<file path="config.mk">
export PLATFORM = sky130hd
export DESIGN_NAME = wb_writer
export DESIGN_NICKNAME = d
export VERILOG_FILES = /design/src/rtl/wb_writer.sv
export SDC_FILE = /design/constraint.sdc
export NUM_CORES = 1
export LEC_CHECK = 0
export BUFFER_PORTS_ARGS = -buffer_cell sky130_fd_sc_hd__buf_2
export CORE_MARGIN = 2
export CORE_UTILIZATION = 51
export DETAILED_ROUTE_END_ITERATION = 10
export PLACE_DENSITY = 0.77
export RECOVER_POWER = 25
export SLEW_MARGIN = 20
export SYNTH_ARGS = -nofsm -noshare
export SYNTH_HDL_FRONTEND = slang
export SYNTH_SLANG_ARGS = --single-unit
</file>
<file path="constraint.sdc">
create_clock -name clk -period 2.37 [get_ports clk]
set_input_delay 0.3555 -clock clk [delete_from_list [all_inputs] [get_ports clk]]
set_output_delay 0.3555 -clock clk [all_outputs]
set_load 0.005 [all_outputs]
</file>
<file path="src/rtl/wb_writer.sv">
// Writeback driver for the regfile write port: ALU results first, then queued LSU results.
// Optional WB_STARVE_GUARD_EN adds a starvation counter that requests a one-cycle ALU stall.
module wb_writer #(
  parameter int DATA_W       = 32,
  parameter int ADDR_W       = 5,
  parameter int LQ_DEPTH     = 4,
  parameter int STARVE_LIMIT = 8
) (
  input  logic                            clk,
  input  logic                            rst,
  input  logic                            i_alu_valid,
  input  logic [ADDR_W-1:0]               i_alu_addr,
  input  logic [DATA_W-1:0]               i_alu_data,
  input  logic                            i_lsu_valid,
  output logic                            o_lsu_ready,
  input  logic [ADDR_W-1:0]               i_lsu_addr,
  input  logic [DATA_W-1:0]               i_lsu_data,
  output logic                            o_wreg_en,
  output logic [ADDR_W-1:0]               o_wreg_addr,
  output logic [DATA_W-1:0]               o_wreg_data,
  output logic [$clog2(LQ_DEPTH+1)-1:0]   o_q_count,
  output logic                            o_alu_stall
);
  localparam int CW = $clog2(LQ_DEPTH+1);
  localparam int PW = $clog2(LQ_DEPTH);

  logic [ADDR_W-1:0] mem_addr_q [LQ_DEPTH];
  logic [DATA_W-1:0] mem_data_q [LQ_DEPTH];

  logic [PW-1:0]     wr_ptr_q, wr_ptr_d, rd_ptr_q, rd_ptr_d;
  logic [CW-1:0]     count_q, count_d;
  logic              wreg_en_q, wreg_en_d;
  logic [ADDR_W-1:0] wreg_addr_q, wreg_addr_d;
  logic [DATA_W-1:0] wreg_data_q, wreg_data_d;

  logic              hs, push, pop, sel;
  logic [ADDR_W-1:0] sel_addr;
  logic [DATA_W-1:0] sel_data;

  // Ready deliberately ignores a same-cycle pop: no push-through when full.
  assign o_lsu_ready = (count_q != CW'(LQ_DEPTH));
  assign hs          = i_lsu_valid && o_lsu_ready;

  always_comb begin
    pop      = 1'b0;
    push     = 1'b0;
    sel      = 1'b0;
    sel_addr = i_alu_addr;
    sel_data = i_alu_data;
    if (i_alu_valid) begin
      sel  = 1'b1;
      push = hs;
    end else if (count_q != '0) begin
      sel      = 1'b1;
      pop      = 1'b1;
      sel_addr = mem_addr_q[rd_ptr_q];
      sel_data = mem_data_q[rd_ptr_q];
      push     = hs;
    end else if (hs) begin
      sel      = 1'b1;
      sel_addr = i_lsu_addr;
      sel_data = i_lsu_data;
    end

    wr_ptr_d = push ? wr_ptr_q + 1'b1 : wr_ptr_q;
    rd_ptr_d = pop  ? rd_ptr_q + 1'b1 : rd_ptr_q;
    count_d  = count_q + CW'(push) - CW'(pop);

    // x0 writes are consumed silently; an idle cycle holds addr/data.
    wreg_en_d   = sel && (sel_addr != '0);
    wreg_addr_d = sel ? sel_addr : wreg_addr_q;
    wreg_data_d = sel ? sel_data : wreg_data_q;
  end

  always_ff @(posedge clk) begin
    if (!rst) begin
      wr_ptr_q    <= '0;
      rd_ptr_q    <= '0;
      count_q     <= '0;
      wreg_en_q   <= 1'b0;
      wreg_addr_q <= '0;
      wreg_data_q <= '0;
    end else begin
      wr_ptr_q    <= wr_ptr_d;
      rd_ptr_q    <= rd_ptr_d;
      count_q     <= count_d;
      wreg_en_q   <= wreg_en_d;
      wreg_addr_q <= wreg_addr_d;
      wreg_data_q <= wreg_data_d;
    end
  end

  // Storage has no reset; the cleared pointers make old entries unreachable.
  always_ff @(posedge clk) begin
    if (push) begin
      mem_addr_q[wr_ptr_q] <= i_lsu_addr;
      mem_data_q[wr_ptr_q] <= i_lsu_data;
    end
  end

  assign o_wreg_en   = wreg_en_q;
  assign o_wreg_addr = wreg_addr_q;
  assign o_wreg_data = wreg_data_q;
  assign o_q_count   = count_q;

`ifdef WB_STARVE_GUARD_EN
  localparam int SW = $clog2(STARVE_LIMIT+1);

  logic [SW-1:0] starve_q, starve_d;
  logic          stall_q, stall_d;

  always_comb begin
    starve_d = '0;
    stall_d  = 1'b0;
    if ((count_q != '0) && i_alu_valid) begin
      if (starve_q == SW'(STARVE_LIMIT-1)) stall_d = 1'b1;
      else                                 starve_d = starve_q + 1'b1;
    end
  end

  always_ff @(posedge clk) begin
    if (!rst) begin
      starve_q <= '0;
      stall_q  <= 1'b0;
    end else begin
      starve_q <= starve_d;
      stall_q  <= stall_d;
    end
  end

  assign o_alu_stall = stall_q;
`else
  wire unused_starve_limit = |STARVE_LIMIT;
  assign o_alu_stall = 1'b0;
`endif

endmodule

</file>
==> flow_summary.toml <==
[outcome]
status = "finished clean"

[worst_hold_path]
hold_path.class = "in2reg"
hold_path_depth = 1

[yosys]
synth_nets = 549
synth.distinct_cells = 30
synth-xor-area-share = 0.00569
synth_top_area_frac = 0.578
synthAdderAreaFrac = 0.0124
synth.avg_cell_area_sq_um = 16.6
syn_inst = 464
synthTopCellsByArea = "edfxtp_1 58%, dfxtp_1 12%, mux4_2 11%, o221ai_1 3.6%, nand3b_1 3.1%"
synth-simple-area-share = 0.0512
ys_dominant_reg_cell = "edfxtp_1"
ys_seq_area_frac = 0.700
ys_ff_latch = 195
ys_warn_count = 0
async_flop_share = 0
synth_compound_area_frac = 0.0971
synth_top_area_cell = "edfxtp_1"
synth_top_family_by_area = "multiplexers"
synth_area_sq_mm = 0.00769
synth.area.mux_share = 0.108
synth_edf_count = 148

[route]
avgRoutedWirePerCell_microns = 19.9
via_per_inst = 5.85
drt_pre_antenna_iters = 5
first_iter_violations = 369
route.detailed.drc = 0
ant_nets = 0
wl_microns = 15600
dr_total_vias = 4586

[sta]
fin_crit_sh = 0.957
relSlewSlack = 0.479
slew_viol_final = 0
setup_viol = 0
fmax_mhz = 441
period_minus_slack_ns = 2.27
fin_skew_ns = 0.0115
rsz0062_at_grt = "no"
tightest_slew_ns = 0.782
fin_ws_ns = 0.101
hold_violations = 0
fin_setup_tns_ns = 0

[global_route]
grt_use_total = 0.200
grt.met3_usage = 0.0430
antenna_found_initial = 0
grt_util_met2 = 0.336
grt_pass1_vias = 4623
grt_pass1_wl_microns = 24500
grt_use_met1 = 0.269
grt-ovfl-total = 0
grt_max_degree = 72
busiest_layer = "met2"

[layout]
layout.nets = 672
final_cell_mix = "148 x edfxtp_1, 91 x buf_2, 44 x dfxtp_1, 37 x mux4_2, 35 x a21oi_1"
layout_commonest_cell = "edfxtp_1"
drive_gt1_frac = 0.322
antenna_cells = 0
area_growth_pct = 18.5

[place]
place.gp.congestion = 0.834
portBuffers = 119
place_ws_ns = 0.124
hpwl_microns = 9930

[clock_network]
cts_buffers = 17
cts_tree = "built"
postCtsSetupRepairBufs = 0
clock_path_buffers = 2
cts_resized = 0
postCtsHoldBufs = 0
clk_latency_ns = 0.43
clk_pin_slew_worst_paths_ns = 0.07
cts_htree_levels = 4
clkSinkCount = 195
cts-root-buf = "clkbuf_16"

[pwr]
p_leak_uw = 0.00319
power.total_uw = 9550
p_per_area_mw_per_mm2 = 1050
ir_drop_uv = 1110

[critical_path]
cpMostUsedCell = "inv_1"
reg2reg_depth = 11
crit_type = "reg2reg"
cp-endpoint = "o_q_count[2]"
reg2reg_to = "o_q_count[2]"
required_ns = 2.68
cp_cell_sequence = "nand2b_1 -> a21oi_2 -> inv_1 -> ha_1 -> inv_1 -> ha_1 -> inv_1 -> fa_1 -> xnor2_2 -> xnor2_1 -> and2_1"
end_kind = "flop"
cp.depth = 11
cp_slowest_cell = "fa_1"
slowest_delay_ns = 0.41
critPathMaxFanout = 6
cp.buffers_inverters = 3
r2r_start = "o_q_count[2]"
r2r_slack_ns = 0.10
cp_top_family = "adder cells"
cp-start-kind = "flop"
crit_start = "o_q_count[2]"
crit_arrival_ns = 2.58

[floorplan]
die_w_microns = 127
start_util = 0.525
ios = 121
die_area_sq_mm = 0.0161
coreArea_sq_mm = 0.0146
dieHeight_microns = 127
row_count = 44

[flow_run]
maxCapViolations = 0
worst reg2reg max path: cells and delay by family, from the launching register on:
family | cells | cell delay (ns)
AO/OA/AOI/OAI | 1 | 0.16
XOR/XNOR | 2 | 0.29
flip-flops | 1 | 0.38
AND/OR/NAND/NOR | 2 | 0.32
buffers and inverters | 3 | 0.17
adder cells (fa/ha/maj) | 3 | 0.84
per-stage QoR:
step | cell area (sq um) | util | std cells | hold WS [ns]
5_1_grt | 9110 | 0.622 | 784 | 0.172
3_5_place_dp | 8550 | 0.584 | 752 | 0.495
6_report | 9110 | 0.622 | 784 | 0.173
3_3_place_gp | 8550 | 0.584 | 752 | 0.488
2_1_floorplan | 7700 | - | 464 | 0.454
4_1_cts | 9140 | 0.624 | 784 | 0.141
state kept, by name, summed over array words and instances (netlist names), named ones only:
signal,flops
mem_addr_q,20
mem_data_q,128
o_q_count,3
o_wreg_addr,5
o_wreg_data,32
o_wreg_en,1
rd_ptr_q,2
wr_ptr_q,2
how the worst min path moves through the flow:
| stage | from | end |
|---|---|---|
| global route | i_lsu_data[1] | mem_data_q[1][1] |
| CTS | i_lsu_data[0] | mem_data_q[3][0] |
| global placement | o_wreg_addr[2] | o_wreg_addr[2] |
| floorplan | i_lsu_addr[0] | mem_addr_q[0][0] |
| finish | i_lsu_data[19] | mem_data_q[3][19] |
| detailed placement | o_wreg_addr[2] | o_wreg_addr[2] |
synthesized netlist by cell type, drive strengths merged, types with 2 or more instances:
master	instances
dfxtp	47
o22a	5
buf	12
inv	7
o21ai	33
nor2	3
mux4	37
ha	6
o221ai	32
nand2	7
xnor2	4
a21oi	36
clkbuf	25
o22ai	5
and2	10
o211a	4
edfxtp	148
nor2b	2
nand3b	32
layout make-up:
| cell class | instances | area [sq um] |
|---|---|---|
| clock buffer | 21 | 460 |
| timing repair buffer | 141 | 738 |
| fill | 1079 | 5530 |
| sequential | 195 | 5390 |
| inverter | 7 | 26.3 |
| tap | 184 | 230 |
| multi-input combinational | 225 | 2140 |
| clock inverter | 11 | 126 |
cell families (layout without fill, tap and decap cells):
group | after synthesis | after routing
buffers and inverters | 44 | 180
AO/OA/AOI/OAI | 116 | 116
other | 1 | 1
multiplexers | 37 | 37
AND/OR/NAND/NOR | 59 | 59
flip-flops | 195 | 195
XOR/XNOR | 5 | 5
adder cells (fa/ha/maj) | 7 | 7
where the power goes:
group	internal, uW	switching [uW]	leakage [uW]
Combinational	1100	1230	0.00117
Clock	1620	1200	0.000276
Sequential	4180	222	0.00174
per-layer routing:
| layer | vias up | share of wire |
|---|---|---|
| li1 | 2109 | - |
| met1 | 2314 | 0.43 |
| met2 | 155 | 0.50 |
| met3 | 8 | 0.063 |
| met4 | 0 | 0.0076 |
| met5 | - | 0 |
No activity file was read; power rests on OpenSTA's default activity.
